**src/rtl/wb_pkg.sv**
```systemverilog
// Shared Wishbone definitions for the data-RAM arbiter: cycle types, arbiter
// states and the request bundle routed from a master to the slave.
package wb_pkg;

  localparam logic [2:0] CTI_CLASSIC = 3'b000;
  localparam logic [2:0] CTI_INCR    = 3'b010;
  localparam logic [2:0] CTI_EOB     = 3'b111;

  typedef enum logic [1:0] {
    ARB_IDLE = 2'd0,
    ARB_GNT0 = 2'd1,
    ARB_GNT1 = 2'd2
  } arb_state_e;

  typedef struct packed {
    logic [31:0] adr;
    logic [31:0] dat;
    logic [3:0]  sel;
    logic        we;
    logic        cyc;
    logic        stb;
    logic [2:0]  cti;
  } wb_req_t;

  localparam wb_req_t WB_REQ_IDLE = '{adr: '0, dat: '0, sel: '0, we: 1'b0,
                                      cyc: 1'b0, stb: 1'b0, cti: CTI_CLASSIC};

endpackage

```
**src/rtl/wb_watchdog.sv**
```systemverilog
// Bus watchdog: counts strobed cycles without ack and pulses err for one
// cycle when the count reaches TIMEOUT-1; ack in that cycle suppresses err.
module wb_watchdog #(
  parameter int TIMEOUT = 16
) (
  input  logic clk_i,
  input  logic rst_ni,
  input  logic en,
  input  logic stb,
  input  logic ack,
  output logic err
);

  localparam logic [7:0] WD_LAST = 8'(TIMEOUT - 1);

  logic [7:0] wd;

  assign err = en & stb & ~ack & (wd == WD_LAST);

  always_ff @(posedge clk_i or negedge rst_ni) begin
    if (!rst_ni)                          wd <= '0;
    else if (!en || !stb || ack || err)   wd <= '0;
    else                                  wd <= wd + 8'd1;
  end

endmodule

```
**src/rtl/wb_ram_arbiter.sv**
```systemverilog
// Two-master / one-slave Wishbone arbiter for the shared data RAM. Grant is
// held for a whole cyc assertion; the datapath mux is purely combinational.
module wb_ram_arbiter
  import wb_pkg::*;
#(
  parameter int TIMEOUT = 16,
  parameter bit PRIO_M0 = 1'b0
) (
  input  logic        clk_i,
  input  logic        rst_ni,
  input  logic [31:0] m0_dat_i,
  input  logic [31:0] m0_adr_i,
  input  logic [3:0]  m0_sel_i,
  input  logic        m0_we_i,
  input  logic        m0_cyc_i,
  input  logic        m0_stb_i,
  input  logic [2:0]  m0_cti_i,
  output logic [31:0] m0_dat_o,
  output logic        m0_ack_o,
  output logic        m0_err_o,
  input  logic [31:0] m1_dat_i,
  input  logic [31:0] m1_adr_i,
  input  logic [3:0]  m1_sel_i,
  input  logic        m1_we_i,
  input  logic        m1_cyc_i,
  input  logic        m1_stb_i,
  input  logic [2:0]  m1_cti_i,
  output logic [31:0] m1_dat_o,
  output logic        m1_ack_o,
  output logic        m1_err_o,
  output logic [31:0] s_dat_o,
  output logic [31:0] s_adr_o,
  output logic [3:0]  s_sel_o,
  output logic        s_we_o,
  output logic        s_cyc_o,
  output logic        s_stb_o,
  output logic [2:0]  s_cti_o,
  input  logic [31:0] s_dat_i,
  input  logic        s_ack_i
);

  arb_state_e state;
  logic       lg;
  wb_req_t    m0_req, m1_req, cur;
  logic       gnt0, gnt1, wd_err;

  assign m0_req = '{adr: m0_adr_i, dat: m0_dat_i, sel: m0_sel_i, we: m0_we_i,
                    cyc: m0_cyc_i, stb: m0_stb_i, cti: m0_cti_i};
  assign m1_req = '{adr: m1_adr_i, dat: m1_dat_i, sel: m1_sel_i, we: m1_we_i,
                    cyc: m1_cyc_i, stb: m1_stb_i, cti: m1_cti_i};

  assign gnt0 = (state == ARB_GNT0);
  assign gnt1 = (state == ARB_GNT1);

  always_comb begin
    cur = WB_REQ_IDLE;
    if (gnt0)      cur = m0_req;
    else if (gnt1) cur = m1_req;
  end

  // Only cycles still owned by the master count toward the timeout.
  wb_watchdog #(.TIMEOUT(TIMEOUT)) u_wd (
    .clk_i  (clk_i),
    .rst_ni (rst_ni),
    .en     (cur.cyc),
    .stb    (cur.stb),
    .ack    (s_ack_i),
    .err    (wd_err)
  );

  assign s_adr_o = cur.adr;
  assign s_dat_o = cur.dat;
  assign s_sel_o = cur.sel;
  assign s_we_o  = cur.we;
  assign s_cyc_o = cur.cyc;
  assign s_stb_o = cur.stb & ~wd_err;
  assign s_cti_o = cur.cti;

  assign m0_ack_o = gnt0 & s_ack_i;
  assign m1_ack_o = gnt1 & s_ack_i;
  assign m0_err_o = gnt0 & wd_err;
  assign m1_err_o = gnt1 & wd_err;
  assign m0_dat_o = gnt0 ? s_dat_i : '0;
  assign m1_dat_o = gnt1 ? s_dat_i : '0;

  // lg remembers the last owner; on a tie the other master wins. Every release
  // passes through IDLE so the slave's registered ack drains before handover.
  always_ff @(posedge clk_i or negedge rst_ni) begin
    if (!rst_ni) begin
      state <= ARB_IDLE;
      lg    <= 1'b1;
    end else begin
      case (state)
        ARB_IDLE: begin
          if (m0_cyc_i && (!m1_cyc_i || PRIO_M0 || lg)) begin
            state <= ARB_GNT0;
            lg    <= 1'b0;
          end else if (m1_cyc_i) begin
            state <= ARB_GNT1;
            lg    <= 1'b1;
          end
        end
        ARB_GNT0: if (!m0_cyc_i) state <= ARB_IDLE;
        ARB_GNT1: if (!m1_cyc_i) state <= ARB_IDLE;
        default:  state <= ARB_IDLE;
      endcase
    end
  end

endmodule

```
**config.mk**
```make
export PLATFORM = sky130hd
export DESIGN_NAME = wb_ram_arbiter
export DESIGN_NICKNAME = d
export VERILOG_FILES = /design/src/rtl/wb_pkg.sv /design/src/rtl/wb_watchdog.sv /design/src/rtl/wb_ram_arbiter.sv
export SDC_FILE = /design/constraint.sdc
export NUM_CORES = 1
export LEC_CHECK = 0
export CAP_MARGIN = 20
export CORE_AREA = 3 3 126 128
export DETAILED_ROUTE_END_ITERATION = 12
export DIE_AREA = 0 0 129 131
export SETUP_SLACK_MARGIN = 0.4
export SKIP_CTS_REPAIR_TIMING = 1
export SYNTH_ARGS = -nofsm -noshare
export SYNTH_HDL_FRONTEND = slang
export SYNTH_HIERARCHICAL = 1
export SYNTH_SLANG_ARGS = --single-unit
```
**constraint.sdc**
```tcl
create_clock -name clk_i -period 4.6 [get_ports clk_i]
set_clock_uncertainty 0.2 [all_clocks]
set_input_delay 0.92 -clock clk_i [delete_from_list [all_inputs] [get_ports clk_i]]
set_output_delay 0.92 -clock clk_i [all_outputs]
set_load 0.02 [all_outputs]
```
==> results of run 1 <==
==> final cells by class <==
cell class | count | area (um^2)
Fill cell | 1497 | 9750
Inverter | 1 | 3.75
Tap cell | 188 | 235
Clock buffer | 4 | 78.8
Multi-Input combinational cell | 184 | 1350
Sequential cell | 11 | 277
Timing Repair Buffer | 327 | 3280
==> layout by cell type (no fill, tap or decap), types with 2 or more instances in the layout <==
cell and count:
dfrtp_1 10, nand3_1 2, nand3b_1 3, buf_4 2, clkdlybuf4s50_1 324, nand2_1 4
or3_1 4, clkbuf_16 3, and2_1 68, nor2_1 5, o21ai_0 3, a21oi_1 5
nor2b_4 2, a22o_1 73, nand4_1 2
==> flip-flops by register name (all words and copies together) (netlist names) <==
register	cells
u_wd/wd	8
state	2
lg	1
==> worst paths after layout <==
kind | startpoint | to | slack, ps
max reg2reg | state[1]$_DFFE_PN0P_ | u_wd/wd[5]$_DFF_PN0_ | 2820
max | m0_cyc_i | m0_err_o | 610
min in group asynchronous | rst_ni | u_wd/wd[2]$_DFF_PN0_ | 820
max in group asynchronous | rst_ni | lg$_DFFE_PN1P_ | 3030
min | u_wd/wd[0]$_DFF_PN0_ | u_wd/wd[0]$_DFF_PN0_ | 280
min reg2reg | u_wd/wd[0]$_DFF_PN0_ | u_wd/wd[0]$_DFF_PN0_ | 280
==> worst reg2reg max path, delay by kind of cell, from the launching register on <==
kind,cells,cell delay (ps)
AO/OA/AOI/OAI,3,650
flip-flops,1,480
AND/OR/NAND/NOR,2,370
==> logic make-up (layout without fill, tap and decap cells) <==
family | Yosys count | count (layout) | synth area share [%]
flops | 11 | 11 | 11.9
simple gates | 96 | 96 | 25.4
buf+inv | 97 | 332 | 30.5
xor+xnor | 2 | 2 | 0.754
compound gates | 85 | 85 | 30.8
fa+ha+maj | 1 | 1 | 0.539
==> report_power, final <==
part	switching (mW)	internal [mW]
registers	0.0130	0.109
clock network	0.0417	0.116
logic	0.518	0.591
==> routing by layer <==
layer / wire length, um / track usage (%) / vias to the layer above / part of all wire, %
li1: - / - / 1433 / -
met1: 3950 / 12.3 / 1337 / 36
met2: 5960 / 21.7 / 174 / 54
met3: 1180 / 3.46 / 2 / 11
met4: 21 / 0.926 / 0 / 0.19
met5: 0 / 0 / - / 0
==> stage by stage <==
stage                     instance area (um^2)  hold slack (ps)  setup WS (ps)  power, mW  util, %
after detailed placement                  5140              273            556       1.24     34.4
final                                     5230              277            613       1.39     34.9
after global routing                      5230              311            466       1.47     34.9
after CTS                                 5220              280            539       1.40     34.9
after floorplan                           2320              251           1510      0.839        -
after global placement                    5140              268            614       1.24     34.4
==> impl_metrics.json, run 1 <==
{
  "status": "complete, no violations",
  "grt_max_degree": 107,
  "drv_cap": 0,
  "power_density_mw_per_mm2": 266,
  "yosysMostFrequentCell": "buf_4",
  "synthesis.area_mm2": 0.00232,
  "crit_type": "primary input to primary output",
  "route.antenna.remaining_nets": 0,
  "start_util_pct": 15.5,
  "synth_seq_cells": 11,
  "slew_headroom_pct": 62.1,
  "slew_violations": 0,
  "min_path_cells": 1,
  "path_cells": "clkdlybuf4s50_1 > nor2b_2 > a22o_1 > nand3b_1 > nor2_1 > and2_1 > clkdlybuf4s50_1",
  "die_area_mm2": 0.0169,
  "die_y_um": 131,
  "min_path_type": "register to register",
  "critPathTopFamily": "buffers and inverters",
  "clockRootBuffer": "clkbuf_16",
  "cts_tree": "yes",
  "routedWlPerCell_um": 15.5,
  "setup_viol": 0,
  "grt_util_all_layers_pct": 11.1,
  "first_pass_iters": 4,
  "max_freq_ghz": 0.251,
  "crit_fanout": 4,
  "area_delta_synth_final_pct": 125,
  "port-buffer-count": 324,
  "finalNetCount": 712,
  "final-hold-violation-count": 0,
  "cp.depth": 7,
  "dp.cells": 711,
  "cp-start-kind": "primary input",
  "worst_pin_slew_ps": 568,
  "drt-vias-per-instance": 4.12,
  "wl_um": 11100,
  "cpPeakStageDelay_ps": 610,
  "drt_iter0_markers": 70,
  "synth_top_area_share_pct": 27.5,
  "cp_data_arrival_time_ps": 2870,
  "synth_top_cells_by_count": "75 x buf_4, 73 x a22o_1, 68 x and2_1",
  "p_leak_nw": 1.96,
  "cp.required_ps": 3480,
  "ys.flop_type": "dfrtp_1",
  "numCtsBuffers": 3,
  "cp_num_buf_inv": 2,
  "grt_pass1_vias": 2899,
  "coreArea_mm2": 0.0150,
  "hpwl_um": 9380,
  "synth_nets": 476,
  "crit_path_end_kind": "primary output",
  "ff2ff_path_depth": 5,
  "fin_crit_sh_pct": 86.7,
  "yosysTopAreaCell": "a22o_1",
  "setup_tns_ps": 0,
  "cp_common_cell": "clkdlybuf4s50_1",
  "fp-row-count": 45,
  "dr_total_vias": 2946,
  "clk_path_buf_depth": 2,
  "die_w_um": 129,
  "drc": 0,
  "synthTopCellsByArea": "a22o_1 28%, buf_4 24%, and2_1 18%",
  "syn-mean-instance-area_um2": 7.95,
  "grt_pass1_wl_um": 15100,
  "yosysSeqAreaShare_pct": 11.9,
  "async_flop_share_pct": 100,
  "gp_congestion": 0.728,
  "h-tree-depth": 1,
  "antenna_cells": 0,
  "instances_no_fill": 715,
  "ir_drop_v": 0.000145,
  "synth-edff-count": 0,
  "yosys_warnings": 6,
  "cts_sinks": 11,
  "overflow": 0,
  "clk_latency_ps": 240,
  "period_needed_ps": 3990,
  "rsz0062_at_grt": "no",
  "crit_slowest_cell": "clkdlybuf4s50_1",
  "yosysUniqueCellTypes": 29,
  "drive_above_1_share_pct": 2.66,
  "ios": 325,
  "syn_inst": 292,
  "antenna_found_initial": 0,
  "path_clk_slew_ps": 40
}
Note: power is estimated with default switching activity, not from simulation.
==> run 2: changes to the inputs <==
--- a/config.mk
+++ b/config.mk
@@ -5,10 +5,11 @@
 export SDC_FILE = /design/constraint.sdc
 export NUM_CORES = 1
 export LEC_CHECK = 0
+export ABC_AREA = 1
 export CAP_MARGIN = 20
-export CORE_AREA = 3 3 126 128
+export CORE_AREA = 3 3 125 127
 export DETAILED_ROUTE_END_ITERATION = 12
-export DIE_AREA = 0 0 129 131
+export DIE_AREA = 0 0 128 130
 export SETUP_SLACK_MARGIN = 0.4
 export SKIP_CTS_REPAIR_TIMING = 1
 export SYNTH_ARGS = -nofsm -noshare
==> run 2 against run 1 <==
Against the previous run: via count increased by 15%; sequential share of layout area is 0.17 points lower; setup slack better by 57 ps; synthesized area increased by 9.4%; hold slack worse by 21 ps; critical path depth rose by 2; critical path type unchanged; largest power group unchanged.
==> impl_metrics.json, run 2 <==
{
  "grt_util_all_layers_pct": 12.4,
  "drt_iter0_markers": 137,
  "numCtsBuffers": 3,
  "drc": 0,
  "wl_met1_um": 4700,
  "die_y_um": 130,
  "h-tree-depth": 1,
  "cts_tree": "yes",
  "grt_pass1_vias": 3176,
  "antenna_found_initial": 1,
  "ir_drop_v": 0.000246,
  "crit_fanout": 5,
  "coreArea_mm2": 0.0145,
  "yosysUniqueCellTypes": 18,
  "route.met2.wl_um": 5890,
  "yosys_warnings": 6,
  "async_flop_share_pct": 100,
  "yosysSeqAreaShare_pct": 10.9,
  "antenna_cells": 0,
  "worst_slack_ps": 670,
  "area_delta_synth_final_pct": 112,
  "first_pass_iters": 4,
  "fin_crit_sh_pct": 85.4,
  "ios": 325,
  "largest-register": "u_wd/wd",
  "routedWlPerCell_um": 12.7,
  "die_area_mm2": 0.0166,
  "p_total_mw": 2.55,
  "yosysTopAreaCell": "nand2_1",
  "finalNetCount": 917,
  "synth_seq_cells": 11,
  "slew_headroom_pct": 61.1,
  "min_path_type": "register to register",
  "drt-vias-per-instance": 3.70,
  "gp_congestion": 0.752,
  "max_freq_ghz": 0.254,
  "cp-start-kind": "primary input",
  "port-buffer-count": 324,
  "synth_top_cells_by_count": "241 x nand2_1, 86 x nor2_1, 71 x buf_4",
  "overflow": 0,
  "die_w_um": 128,
  "highest_layer": "met5",
  "path_clk_slew_ps": 40,
  "hpwl_um": 9680,
  "clk_path_buf_depth": 2,
  "syn_inst": 493,
  "clockRootBuffer": "clkbuf_16",
  "cts_sinks": 11,
  "status": "complete, no violations",
  "worst_pin_slew_ps": 583,
  "dr_total_vias": 3388,
  "layout_common_cells": "322 x clkdlybuf4s50_1, 241 x nand2_1, 86 x nor2_1",
  "final_common_cell": "clkdlybuf4s50_1",
  "route.antenna.remaining_nets": 0,
  "clk_latency_ps": 230,
  "setup_tns_ps": 0,
  "ys.flop_type": "dfrtp_1",
  "dp_slack_ps": 471,
  "crit_path_end_kind": "primary output",
  "route.met3.wl_um": 999,
  "top_regs": "u_wd/wd x8, state x2, lg x1",
  "synth_top_area_share_pct": 35.6,
  "drv_cap": 0,
  "syn-mean-instance-area_um2": 5.15,
  "power_density_mw_per_mm2": 472,
  "cp_data_arrival_time_ps": 2810,
  "p_leak_nw": 2.52,
  "grt_max_degree": 42,
  "slew_violations": 0,
  "largest_register_ffs": 8,
  "period_needed_ps": 3930,
  "yosysMostFrequentCell": "nand2_1",
  "rsz0062_at_grt": "no",
  "synth_nets": 677,
  "cp.required_ps": 3480,
  "synth-edff-count": 0,
  "synthTopCellsByArea": "nand2_1 36%, buf_4 21%, nor2_1 13%",
  "drive_above_1_share_pct": 1.91,
  "fp-row-count": 44,
  "grt_pass1_wl_um": 17100,
  "start_util_pct": 17.5,
  "final-hold-violation-count": 0,
  "synthesis.area_mm2": 0.00254,
  "wl_um": 11600,
  "setup_viol": 0,
  "crit_type": "primary input to primary output"
}
[run 2: cell count changes after synthesis, sizes merged, moves of 5 or more]
cell   previous run  this run
nand3             3         8
nand2             4       241
a21oi             6         1
and2             68         0
a22o             73         0
nor2              5        88
inv               1        43
[run 2: cells by family after synthesis]
| logic type | count (synthesis) | share of synthesized area (%) |
|---|---|---|
| simple gates | 338 | 50.6 |
| buf+inv | 136 | 35.6 |
| flops | 11 | 10.9 |
| compound gates | 4 | 1.43 |
| xor+xnor | 3 | 1.03 |
| fa+ha+maj | 1 | 0.492 |
[run 2: routing by layer]
layer	up-vias	GRT usage, %
met1	1392	15.7
li1	1837	-
met4	2	1.25
met3	6	3.03
met2	151	21.9
met5	-	0
[run 2: per-stage QoR]
stage | utilization (%) | area, um^2 | std cells | hold WS (ps)
floorplan | - | 2540 | 493 | 242
global placement | 36.5 | 5310 | 912 | 254
global route | 37.1 | 5400 | 916 | 279
detailed placement | 36.5 | 5310 | 912 | 254
finish | 37.1 | 5400 | 916 | 256
CTS | 37.1 | 5390 | 916 | 261
[run 2: worst max-delay path, cell delays in order]
cell and delay, ps:
clkdlybuf4s50_1 530, nand2_1 90, nand2_1 90, nand2_1 50, nor2_1 200, inv_1 90, nor3_1 220, a21oi_1 70
clkdlybuf4s50_1 550
[run 2: path summary, 6_finish.rpt]
| check | cells past startpoint | from | slack [ps] | end |
|---|---|---|---|---|
| worst max-delay path | 9 | m0_cyc_i | 670 | s_stb_o |
| worst min-delay path | 2 | lg$_DFFE_PN1P_ | 260 | lg$_DFFE_PN1P_ |
| worst max register to register | 8 | state[0]$_DFFE_PN0P_ | 2940 | u_wd/wd[7]$_DFF_PN0_ |
| worst min register to register | 2 | lg$_DFFE_PN1P_ | 260 | lg$_DFFE_PN1P_ |
| max in group asynchronous | 1 | rst_ni | 3030 | lg$_DFFE_PN1P_ |
| min in group asynchronous | 1 | rst_ni | 820 | state[0]$_DFFE_PN0P_ |
[run 2: final cells by class]
class,count,area (um^2)
Fill cell,1529,9140
Timing Repair Buffer,328,3280
Multi-Input combinational cell,346,1370
Sequential cell,11,277
Tap cell,184,230
Inverter,43,161
Clock buffer,4,78.8
[run 2: power by group]
part	leakage (nW)	switching, mW	internal [mW]	total, mW
sequential	0.148	0.0182	0.114	0.132
clock	0.0382	0.0387	0.116	0.155
combinational	2.33	1.26	1.01	2.26
